### src/rtl/imem_boot_loader_pkg.sv
// ---------------------------------------------------------------------------
// imem_boot_loader_pkg
// Shared definitions for the instruction-memory boot loader: loader FSM
// state encoding, CPU instruction opcode constants and the default
// instruction-memory geometry.
// ---------------------------------------------------------------------------
package imem_boot_loader_pkg;

    // Loader FSM states. CSUM_HI/CSUM_LO are only reachable when the
    // checksum trailer (IMEM_BOOT_CSUM_EN) is compiled in.
    typedef enum logic [3:0] {
        IDLE    = 4'd0,
        LEN_HI  = 4'd1,
        LEN_LO  = 4'd2,
        DAT_HI  = 4'd3,
        DAT_LO  = 4'd4,
        WRITE   = 4'd5,
        CSUM_HI = 4'd6,
        CSUM_LO = 4'd7,
        RUN     = 4'd8,
        ERROR   = 4'd9
    } state_t;

    // Top two bits of the CPU's 16-bit instruction word.
    localparam logic [1:0] RTYPE  = 2'b00;
    localparam logic [1:0] MOVI   = 2'b01;
    localparam logic [1:0] JUMP   = 2'b10;
    localparam logic [1:0] BRANCH = 2'b11;

    localparam int IMEM_DEPTH = 256;
    localparam int IMEM_AW    = 8;

endpackage

### src/rtl/imem_boot_byte_pack.sv
// ---------------------------------------------------------------------------
// imem_boot_byte_pack
// Joins the HI/LO byte pair of a 16-bit stream field (length, instruction
// word or checksum). The HI byte is held in a register; the full word is
// presented combinationally while the LO byte is on the bus, so the caller
// captures the whole field on the same edge that accepts the LO byte.
//
// Ports:
//   clk      in   system clock
//   hi_en    in   capture data_in as the high byte on this edge
//   data_in  in   8-bit host byte
//   word     out  {held high byte, data_in}
// ---------------------------------------------------------------------------
module imem_boot_byte_pack (
    input  logic        clk,
    input  logic        hi_en,
    input  logic [7:0]  data_in,
    output logic [15:0] word
);

    logic [7:0] hi_q;

    // Datapath register: no reset needed, always written before it is used.
    always_ff @(posedge clk) begin
        if (hi_en) begin
            hi_q <= data_in;
        end
    end

    assign word = {hi_q, data_in};

endmodule

### src/rtl/imem_boot_loader.sv
// ---------------------------------------------------------------------------
// imem_boot_loader
// Loads a program from a byte-wide host stream into the instruction memory
// write port, holding the CPU out of execution while loading. Frame:
// LEN_HI, LEN_LO, then N words as HI/LO byte pairs, optionally followed by
// a 16-bit modulo-2^16 checksum of the words.
//
// Optional feature macro: IMEM_BOOT_CSUM_EN (checksum trailer).
//
// Ports:
//   clk, rst_n       clock, asynchronous active-low reset
//   load_req_i       one-cycle pulse: start (or restart) a load session
//   s_valid_i/s_data_i/s_ready_o   byte stream handshake
//   wr_en_o/wr_addr_o/wr_data_o    instruction memory write port
//   cpu_run_o        CPU may fetch/execute
//   busy_o           load session in progress
//   err_o            sticky error, cleared by load_req_i
//   words_loaded_o   words written in the current or last session
// ---------------------------------------------------------------------------
module imem_boot_loader
    import imem_boot_loader_pkg::*;
#(
    parameter int DEPTH   = IMEM_DEPTH,
    parameter int AW      = IMEM_AW,
    parameter int MAX_LEN = DEPTH
) (
    input  logic          clk,
    input  logic          rst_n,
    input  logic          load_req_i,
    input  logic          s_valid_i,
    input  logic [7:0]    s_data_i,
    output logic          s_ready_o,
    output logic          wr_en_o,
    output logic [AW-1:0] wr_addr_o,
    output logic [15:0]   wr_data_o,
    output logic          cpu_run_o,
    output logic          busy_o,
    output logic          err_o,
    output logic [AW:0]   words_loaded_o
);

    if (DEPTH != (1 << AW)) begin : g_bad_geometry
        $error("imem_boot_loader: DEPTH must equal 2**AW");
    end

`ifdef IMEM_BOOT_CSUM_EN
    localparam state_t END_ST = CSUM_HI;
`else
    localparam state_t END_ST = RUN;
`endif

    state_t      state_q, state_nxt;
    logic        acc;
    logic        hi_en, lo_en;
    logic [15:0] pack_word;
    logic [15:0] len_q;
    logic        last_word;

    assign acc   = s_valid_i && s_ready_o;
    assign hi_en = acc && (state_q == LEN_HI || state_q == DAT_HI || state_q == CSUM_HI);
    assign lo_en = acc && (state_q == LEN_LO || state_q == DAT_LO || state_q == CSUM_LO);

    // words_loaded_o doubles as the write index: both restart together.
    assign last_word = (({{(31-AW){1'b0}}, words_loaded_o} + 32'd1) == {16'd0, len_q});

    imem_boot_byte_pack u_pack (
        .clk     (clk),
        .hi_en   (hi_en),
        .data_in (s_data_i),
        .word    (pack_word)
    );

`ifdef IMEM_BOOT_CSUM_EN
    logic [15:0] csum_q;

    always_ff @(posedge clk) begin
        if (load_req_i) begin
            csum_q <= 16'd0;
        end else if (state_q == DAT_LO && lo_en) begin
            csum_q <= csum_q + pack_word;
        end
    end
`endif

    always_ff @(posedge clk) begin
        if (state_q == LEN_LO && lo_en) begin
            len_q <= pack_word;
        end
    end

    // ---- next-state logic ----
    always_comb begin
        state_nxt = state_q;
        case (state_q)
            IDLE:   state_nxt = IDLE;
            LEN_HI: if (acc) state_nxt = LEN_LO;
            LEN_LO: begin
                if (lo_en) begin
                    if (pack_word == 16'd0) begin
                        state_nxt = END_ST;
                    end else if ({16'd0, pack_word} > 32'(MAX_LEN)) begin
                        state_nxt = ERROR;
                    end else begin
                        state_nxt = DAT_HI;
                    end
                end
            end
            DAT_HI: if (acc) state_nxt = DAT_LO;
            DAT_LO: if (acc) state_nxt = WRITE;
            WRITE:  state_nxt = last_word ? END_ST : DAT_HI;
`ifdef IMEM_BOOT_CSUM_EN
            CSUM_HI: if (acc) state_nxt = CSUM_LO;
            CSUM_LO: begin
                if (lo_en) begin
                    state_nxt = (pack_word == csum_q) ? RUN : ERROR;
                end
            end
`endif
            RUN:    state_nxt = RUN;
            ERROR:  state_nxt = ERROR;
            default: state_nxt = IDLE;
        endcase
        // A new request overrides everything, including a session in flight.
        if (load_req_i) begin
            state_nxt = LEN_HI;
        end
    end

    // ---- state and registered outputs (decoded from next state) ----
    always_ff @(posedge clk or negedge rst_n) begin
        if (!rst_n) begin
            state_q        <= IDLE;
            s_ready_o      <= 1'b0;
            wr_en_o        <= 1'b0;
            wr_addr_o      <= '0;
            wr_data_o      <= 16'd0;
            cpu_run_o      <= 1'b0;
            busy_o         <= 1'b0;
            err_o          <= 1'b0;
            words_loaded_o <= '0;
        end else begin
            state_q   <= state_nxt;
            s_ready_o <= (state_nxt == LEN_HI) || (state_nxt == LEN_LO) ||
                         (state_nxt == DAT_HI) || (state_nxt == DAT_LO) ||
                         (state_nxt == CSUM_HI) || (state_nxt == CSUM_LO);
            wr_en_o   <= (state_nxt == WRITE);
            cpu_run_o <= (state_nxt == RUN);
            busy_o    <= !((state_nxt == IDLE) || (state_nxt == RUN) || (state_nxt == ERROR));
            // ERROR is only left through load_req_i, so this is sticky.
            err_o     <= (state_nxt == ERROR);
            if (state_nxt == WRITE) begin
                wr_addr_o <= words_loaded_o[AW-1:0];
                wr_data_o <= pack_word;
            end
            if (load_req_i) begin
                words_loaded_o <= '0;
            end else if (state_q == WRITE) begin
                words_loaded_o <= words_loaded_o + 1'b1;
            end
        end
    end

endmodule

### config.mk
export PLATFORM = sky130hd
export DESIGN_NAME = imem_boot_loader
export DESIGN_NICKNAME = d
export VERILOG_FILES = /design/src/rtl/imem_boot_loader_pkg.sv /design/src/rtl/imem_boot_byte_pack.sv /design/src/rtl/imem_boot_loader.sv
export SDC_FILE = /design/constraint.sdc
export NUM_CORES = 1
export LEC_CHECK = 0
export ABC_CLOCK_PERIOD_IN_PS = 5300
export BUFFER_PORTS_ARGS = -buffer_cell sky130_fd_sc_hd__buf_2
export CAP_MARGIN = 20
export CORE_ASPECT_RATIO = 0.9
export CORE_MARGIN = 2
export CORE_UTILIZATION = 56
export DETAILED_ROUTE_END_ITERATION = 8
export PLACE_DENSITY = 0.79
export SYNTH_ARGS = -nofsm -noshare
export SYNTH_HDL_FRONTEND = slang
export SYNTH_SLANG_ARGS = --single-unit
export TNS_END_PERCENT = 1
### constraint.sdc
create_clock -name clk -period 5.3 [get_ports clk]
set_clock_uncertainty 0.15 [all_clocks]
set_input_delay 1.06 -clock clk [delete_from_list [all_inputs] [get_ports clk]]
set_output_delay 1.06 -clock clk [all_outputs]
set_load 0.05 [all_outputs]
== Yosys cells after proc, flatten, opt, wreduce, memory -nomap -nowiden ==
Cells that the tools add are included.

* Output and inout port bits: 38
* Register bits: 66
* Input port bits: 12
* Word-level logic and storage cells: 63

* Muxes and demuxes: 11
* Reduce and logical (&&, ||, !) cells: 19
* $add $sub $neg: 2
* Eq/ne operators: 19
* Order comparisons: 1

{| class="wikitable"
|+ Operator list
! cell !! number
|-
| == test 4 x 3 -> 1 bit (second input constant) || 8
|-
| two-way mux 4 bit || 8
|-
| one-hot mux 4 bit (7 select lines) || 1
|-
| two-way mux 9 bit || 2
|-
| == test 10 x 16 -> 1 bit || 1
|-
| == test 4 x 2 -> 1 bit (second input constant) || 4
|-
| == test 4 bit (second input constant) || 4
|-
| greater-than comparator 16 x 9 -> 1 bit (second input constant) || 1
|-
| zero test 16 bit || 1
|-
| logical OR 1 bit || 11
|-
| adder 9 x 1 -> 10 bit (second input constant) || 1
|-
| adder 9 x 1 -> 9 bit (second input constant) || 1
|-
| == test 4 x 1 -> 1 bit (second input constant) || 2
|-
| logical AND 1 bit || 4
|-
| zero test 4 bit || 1
|-
| nonzero test 2 bit || 1
|-
| zero test 1 bit || 1
|}

== Depth between registers and ports, before layout ==
Gate-level depths: netlist (run 1).

* Word-level depth: 13
* Depth in mapped cells: 8
* Mapped depth without buffers: 8

== By module ==
From an unflattened synthesis (run 1), not the netlist that was laid out.

* Cells, all modules: 227
* Area, all modules: 3,055.4 µm²

{| class="wikitable"
|+ By module, submodules not included
! module !! instances !! area an instance (µm²) !! cells an instance !! seq. area each (µm²)
|-
| imem_boot_loader || 1 || 2,755.1 || 211 || 1,531.5
|-
| imem_boot_byte_pack || 1 || 300.3 || 16 || 240.2
|}

== Least setup slack after synthesis (run 1) ==
Ideal clock, no wire load.

* Path kind: input-to-reg
* From: input port s_valid_i
* To: register wr_addr_o[0]
* Stages on the path: 7
* Slack: 0.925 ns
* Library setup time: 0.125 ns
* Buffers on the path: 1
* Arrival: 4.100 ns
* Path through: nand2_1 -> nor4_1 -> o31a_1 -> a2111oi_4 -> nor2_4 -> buf_12 -> mux2_4

* Word-level cells in the longest chain between the ends: 6
* Elaborated cells on any way between the ends: 9

{| class="wikitable"
|+ Ends and longest elaborated chain
! item !! line !! text
|-
| from (decl) || imem_boot_loader.sv:30 || <nowiki>input logic s_valid_i,</nowiki>
|-
| logical AND 1 bit (*) || imem_boot_loader.sv:59 || <nowiki>assign acc = s_valid_i && s_ready_o;</nowiki>
|-
| logical AND 1 bit || imem_boot_loader.sv:61 || <nowiki>assign lo_en = acc && (state_q == LEN_LO || state_q == DAT_LO || state_q == CSUM_LO);</nowiki>
|-
| two-way mux 4 bit || imem_boot_loader.sv:98 || <nowiki>if (lo_en) begin</nowiki>
|-
| one-hot mux 4 bit (7 select lines) (*) || imem_boot_loader.sv:94 || <nowiki>case (state_q)</nowiki>
|-
| two-way mux 4 bit (*) || imem_boot_loader.sv:124 || <nowiki>if (load_req_i) begin</nowiki>
|-
| == test 4 x 3 -> 1 bit (*) || imem_boot_loader.sv:151 || <nowiki>if (state_nxt == WRITE) begin</nowiki>
|-
| to (signal assigned) || imem_boot_loader.sv:152 || <nowiki>wr_addr_o <= words_loaded_o[AW-1:0];</nowiki>
|-
| to (decl) || imem_boot_loader.sv:34 || <nowiki>output logic [AW-1:0] wr_addr_o,</nowiki>
|}

Every way passes the cells marked *; elsewhere a longest branch is shown, timed or not.
A chain may end at the register's enable or synchronous reset.

== Worst setup path in the final report (run 1) ==
* From: input port s_valid_i
* To: register wr_data_o[10]

* Word-level cells in the longest chain between the ends: 6
* Elaborated cells on any way between the ends: 9

{| class="wikitable"
|+ Ends and longest elaborated chain
! item !! line !! text
|-
| logical AND 1 bit (*) || imem_boot_loader.sv:59 ||
|-
| logical AND 1 bit || imem_boot_loader.sv:61 ||
|-
| two-way mux 4 bit || imem_boot_loader.sv:98 ||
|-
| one-hot mux 4 bit (7 select lines) (*) || imem_boot_loader.sv:94 ||
|-
| two-way mux 4 bit (*) || imem_boot_loader.sv:124 ||
|-
| == test 4 x 3 -> 1 bit (*) || imem_boot_loader.sv:151 ||
|-
| to (signal assigned) || imem_boot_loader.sv:153 || <nowiki>wr_data_o <= pack_word;</nowiki>
|-
| to (decl) || imem_boot_loader.sv:35 || <nowiki>output logic [15:0] wr_data_o,</nowiki>
|}

Marked as above.

==> results of run 1 <==
-- final cells by class --
class                   instances  area (sq um)  area share (%)
flip-flops and latches         66          1770            51.4
multi-input cells             143          1130            32.7
repair buffers                 50           253            7.33
clock buffers                  12           155            4.50
well taps                      67          83.8            2.43
clock inverters                 4          50.0            1.45
inverters                       2          7.51           0.218
-- layout by cell type (no fill, tap or decap), drive strengths merged, types with 2 or more instances in the layout --
cell type / count
a2111oi: 2
a21boi: 2
a21oi: 6
and2: 4
and3: 2
buf: 50
clkbuf: 12
clkinvlp: 2
dfrtp: 42
edfxtp: 24
inv: 2
mux2: 25
mux2i: 2
nand2: 13
nand3: 4
nand4: 6
nor2: 20
nor3: 5
nor4: 6
o21ai: 8
or3: 5
xnor2: 8
xor2: 11
-- cell usage after synthesis, types with 2 or more instances --
cell      instances  area, sq um
inv_1             2         7.51
buf_4             2         15.0
o21ai_0           8         40.0
nor3_1            5         25.0
edfxtp_1         24          721
xnor2_1           8         70.1
nand3_1           4         20.0
nand4_1           6         37.5
dfrtp_1          42         1050
a21oi_1           6         30.0
mux2_2            6         67.6
buf_2             3         15.0
nand2_1          13         48.8
and2_1            4         25.0
mux2_4           19          285
nor2_1           19         71.3
or3_1             5         31.3
xor2_1           11         96.3
mux2i_1           2         20.0
buf_12            2         40.0
nor4_1            6         37.5
-- per-layer routing --
metal | vias up | wire length [um] | share of wire (%) | GRT usage (%)
met5 | - | 0 | 0 | 0
met4 | 0 | 70 | 1.2 | 7.91
met3 | 6 | 337 | 5.9 | 7.18
met2 | 56 | 2790 | 49 | 34.5
met1 | 966 | 2550 | 44 | 28.7
li1 | 897 | - | - | -
-- registers in the layout (all words and copies together) (netlist names) --
register	flops
s_ready_o	1
wr_addr_o	8
state_q	4
cpu_run_o	1
len_q	16
wr_data_o	16
u_pack.hi_q	8
err_o	1
wr_en_o	1
words_loaded_o	9
busy_o	1
-- through the flow --
stage                     total power [mW]  area, sq um
after floorplan                       1.02         2980
after global placement                1.11         3240
after detailed placement              1.12         3240
after CTS                             1.56         3450
after global routing                  1.61         3450
final                                 1.55         3450
-- critical path: cells and delay by family --
| kind | cells | cell delay [ps] |
|---|---|---|
| AND/OR/NAND/NOR | 3 | 1150 |
| multiplexers | 1 | 410 |
| buffers and inverters | 2 | 380 |
| AO/OA/AOI/OAI | 2 | 290 |
-- power breakdown --
part	internal, mW	switching, mW	total, mW
Clock	0.242	0.195	0.437
Sequential	0.614	0.0542	0.668
Combinational	0.134	0.309	0.442
Total	0.990	0.558	1.55
-- cells by family after synthesis --
logic type	count (synthesis)	share of synthesized area [%]
AND/OR/NAND/NOR	70	12.6
flip-flops	66	59.5
multiplexers	27	12.5
AO/OA/AOI/OAI	26	6.60
XOR/XNOR	19	5.59
buffers and inverters	10	2.73
adder cells (fa/ha/maj)	1	0.420
-- final timing paths --
path / to / slack [ps]
worst max-delay path: wr_data_o[10] / 2080
worst min-delay path: len_q[14] / 330
worst max register to register: wr_data_o[10] / 2380
worst min register to register: len_q[14] / 330
max in group asynchronous: wr_data_o[6] / 3730
min in group asynchronous: wr_data_o[13] / 700
==> out/metrics.yaml, run 1 <==
layout:
  drive_gt1_share_pct: 35.4
  syn_to_final_growth_pct: 15.9
  num_antenna_cells: 0
  finish.utilization_pct: 66.4
  fillers: 409
  instances_no_fill: 344
  final_net_count: 285
synthesis:
  syn-num-nets: 232
  synth_edf_count: 24
  synthArstFlopShare_pct: 63.6
  synth_area_sq_um: 2980
  ys_types: 43
  synth.yosys.seq_area_share_pct: 59.5
  avgSynthCellArea_sq_um: 13.6
  synth_flop_cell: "dfrtp_1"
  yosys_register_bits: 66
  synthCells: 219
  ys_warn_count: 0
setup_path:
  critPathLaunchType: "input pin"
  crit_path_end_kind: "register"
  crit_path_max_incr_delay_ps: 760
  cp.required_ps: 5390
  cp_data_arrival_time_ps: 3310
  crit_fanout: 25
  crit_slowest_cell: "nor2_4"
  cp-startpoint: "s_valid_i"
  r2r.worst_path.cells: 7
  critPathKind: "input pin to register"
  r2r-start: "state_q[1]"
  crit_chain: "buf_2 > nand2_1 > nor4_2 > buf_4 > o31a_1 > a2111oi_4 > nor2_4 > mux2_2"
clock_network:
  post_cts_resized: 0
  ctsHoldBuffers: 0
  post_cts_buffers: 0
  clk-insertion-delay-late_ps: 350
  h-tree-depth: 3
  cts_tree: "done"
  clock_sinks: 66
  cts_made_buffers: 9
  cts_root_buffer: "clkbuf_8"
  clkTransAtPathRegs_ps: 70
  cts_max_path_buffers: 2
floorplan:
  coreArea_sq_um: 5190
  row_count: 25
  design.portCount: 50
  design.die.area_sq_um: 5910
  die_width_um: 80.8
  die_height_um: 73.2
  start_util_pct: 57.3
place:
  gp_congestion: 0.808
  dp_slack_ps: 1700
  dp_cells: 328
  portBuffers: 49
  dp_hpwl_um: 3890
worst_hold_path:
  worst_hold_path_type: "register to register"
  holdPathStages: 0
  min_from: "u_pack.hi_q[6]"
power:
  p_leak_nw: 1.52
  ir_drop_mv: 0.290
  pwr_density_cell_nw_per_um2: 449
sta:
  finalHoldViolCount: 0
  relSlewSlack_pct: 35.5
  fmax_mhz: 310
  whs_ps: 333
  setup_ws_ps: 2080
  slew_viol_final: 0
  tns_ps: 0
  finalCritPeriodShare_pct: 60.8
  finalSetupViolCount: 0
  fin_crit_ps: 3220
  worst_pin_slew_ps: 965
  rsz0062_at_grt: "no"
grt:
  grt_max_degree: 43
  grt_first_pass_wirelength_um: 9440
  antenna_found_initial: 0
  grt-ovfl-total: 0
  grt.total_usage_pct: 22.0
  grt_pass1_vias: 1879
run:
  drv_cap: 0
drt:
  drtIter0Drc: 67
  antenna_left: 0
  via_per_inst: 5.60
  wl_um: 5740
  drc: 0
  drtPass1Iterations: 4
  routedWlPerCell_um: 16.7
  vias: 1925
status:
  outcome: "completed"
(Power assumes the default switching activity.)
==> run 2, diff against run 1 <==
Settings changed: ABC_CLOCK_PERIOD_IN_PS 5300 to 2590, CORE_UTILIZATION 56 to 50, PLACE_DENSITY 0.79 to 0.75.
Clock period 5.3 ns to 2.59 ns, I/O delays scaled along.
==> run 2 against run 1 <==
  * Final area is 7.8% higher
  * First-iteration DRC count grew to 2.8 times the previous value
  * Highest routed layer unchanged
  * Critical path depth is 2 higher
  * Clock power is 100% higher
  * Sequential power is 110% higher
  * Critical endpoint is now err_o
  * Global-route usage is 0.84 points lower
  * Sequential share of layout area is 3.7 points lower
  * Worst hold slack worse by 160 ps
  * Non-clock buffer count is 27 higher
==> out/metrics.yaml, run 2 (same netlist as run 1, synthesis figures left out) <==
clock_network:
  cts_made_buffers: 9  # unchanged
  h-tree-depth: 3  # unchanged
  cts_tree: "done"  # unchanged
  clock_sinks: 66  # unchanged
  clkTransAtPathRegs_ps: 70  # about the same
  post_cts_buffers: 0  # unchanged
  clk-insertion-delay-late_ps: 340  # was 350 ps
  cts_root_buffer: "clkbuf_8"  # unchanged
  cts_max_path_buffers: 2  # unchanged
layout:
  finish.utilization_pct: 65.0  # was 66.4%
  mostFrequentLayoutCells: "49 x buf_2, 41 x dfrtp_1, 28 x buf_4"  # was 49 x buf_2, 42 x dfrtp_1, 24 x edfxtp_1
  fillers: 425  # was 409
  final_common_cell: "buf_2"  # unchanged
  syn_to_final_growth_pct: 25.0  # was 15.9%
  finalInstanceArea_sq_um: 3720  # was 3450 sq um
  multi_input_area_sq_um: 1190  # was 1130 sq um
  num_antenna_cells: 0  # unchanged
  final_net_count: 313  # was 285
  seq_area_sq_um: 1770  # about the same
  drive_gt1_share_pct: 43.9  # was 35.4%
  top_regs: "len_q (16), wr_data_o (16), words_loaded_o (9)"  # unchanged
power:
  p_sw_mw: 1.19  # was 558 uW
  seq_power_share_pct: 42.0  # was 43.2%
  p_clk_share_pct: 26.9  # was 28.2%
  p_sw_share_pct: 36.6  # was 36.0%
  p_int_mw: 2.06  # was 990 uW
  pwr_density_cell_nw_per_um2: 875  # was 449 nW/um^2
  ir_drop_mv: 0.675  # was 0.290 mV
  comb_power_share_pct: 31.1  # was 28.6%
  p_leak_nw: 1.69  # was 1.52 nW
  total_power_mw: 3.26  # was 1.55 mW
sta:
  tns_ps: 0  # unchanged
  finalCritPeriodShare_pct: 96.7
  finalHoldViolCount: 0  # unchanged
  fmax_mhz: 399
  relSlewSlack_pct: 36.5  # was 35.5%
  slew_viol_final: 0  # unchanged
  worst_pin_slew_ps: 952  # was 965 ps
  fin_crit_ps: 2510
  rsz0062_at_grt: "no"  # unchanged
  finalSetupViolCount: 0  # unchanged
worst_hold_path:
  worst_hold_path_type: "input pin to async pin"  # was register to register
run:
  drv_cap: 0  # unchanged
floorplan:
  die_height_um: 77.2  # was 73.2 um
  coreArea_sq_um: 5730  # was 5190 sq um
  die_width_um: 85.3  # was 80.8 um
  start_util_pct: 52.0  # was 57.3%
  design.portCount: 50  # unchanged
  row_count: 26  # was 25
  design.die.area_sq_um: 6580  # was 5910 sq um
setup_path:
  crit_fanout: 3  # was 25
  critPathLaunchType: "input pin"  # unchanged
  r2r-start: "u_pack.hi_q[4]"  # was state_q[1]
  crit_chain: "buf_2 > nor4_2 > buf_4 > nand2_1 > o31a_1 > a2111oi_4 > buf_4 > nand2_1 > or2_1 > and2_1"  # was buf_2 > nand2_1 > nor4_2 > buf_4 > o31a_1 > a2111oi_4 > nor2_4 > mux2_2
  cp-startpoint: "s_data_i[5]"  # was s_valid_i
  crit_path_end_kind: "register"  # unchanged
  crit_slowest_cell: "a2111oi_4"  # was nor2_4
  cp_data_arrival_time_ps: 2590  # was 3310 ps
  crit_path_max_incr_delay_ps: 420  # was 760 ps
  critPathKind: "input pin to register"  # unchanged
  cp.required_ps: 2680  # was 5390 ps
drt:
  drtIter0Drc: 185  # was 67
  wl_um: 6380  # was 5740 um
  vias: 2046  # was 1925
  routedWlPerCell_um: 17.0  # was 16.7 um
  antenna_left: 0  # unchanged
  drc: 0  # unchanged
  drtPass1Iterations: 4  # unchanged
  via_per_inst: 5.46  # was 5.60
grt:
  grt_pass1_vias: 2040  # was 1879
  grt-ovfl-total: 0  # unchanged
  grt_first_pass_wirelength_um: 10500  # was 9440 um
  grt_max_degree: 43  # unchanged
  antenna_found_initial: 0  # unchanged
  grt.total_usage_pct: 21.1  # was 22.0%
place:
  portBuffers: 49  # unchanged
  place_area_sq_um: 3480  # was 3240 sq um
  dp_hpwl_um: 4500  # was 3890 um
  gp_congestion: 0.868  # was 0.808
status:
  outcome: "completed"  # unchanged
[run 2: worst paths after layout]
path                                        to  slack [ps]  depth (start not counted)
worst max-delay path                     err_o          80                         10
worst min-delay path              wr_addr_o[4]         170                          1
worst max register to register           err_o         150                          8
worst min register to register   wr_data_o[11]         360                          1
max in group asynchronous            s_ready_o        1480                          1
min in group clk                u_pack.hi_q[6]         260                          1
[run 2: timing repair]
item,4_1_cts,5_1_grt
pin swaps,1,4
gates cloned,1,0
hold buffers,0,0
endpoints found under the setup margin,15,14
resized for setup,0,7
[run 2: metrics by stage]
step	setup slack [ps]	cells	hold slack, ps
after floorplan	-21.6	219	72.4
after global placement	-245	358	324
after detailed placement	-224	358	329
after CTS	-38.8	375	192
after global routing	10.5	375	246
final	84.6	375	168
[run 2: per-layer routing]
layer	track usage (%)	vias to the layer above	routed length, um
met5	0	-	0
met2	33.0	75	3000
met4	10.0	0	153
met1	26.9	987	2850
li1	-	968	-
met3	6.46	16	377
[run 2: area by class of cell]
type                            instances  area share, %
Sequential cell                        66           47.7
Clock inverter                          6           1.78
Inverter                                2          0.202
Clock buffer                           10           3.70
Tap cell                               70           2.35
Timing Repair Buffer                   77           12.2
Multi-Input combinational cell        144           32.1
[run 2: power by group through the flow]
stage | clock network (mW) | registers (mW) | logic, mW
floorplan | 0 | 1.79 | 0.314
global placement | 0 | 1.38 | 0.975
detailed placement | 0 | 1.38 | 1.00
CTS | 0.895 | 1.36 | 1.01
global route | 0.933 | 1.39 | 1.06
finish | 0.877 | 1.37 | 1.01
[run 2: critical path, delay by kind of cell]
family,cells,cell delay [ps]
compound gates,2,720
buf+inv,3,510
simple gates,5,830
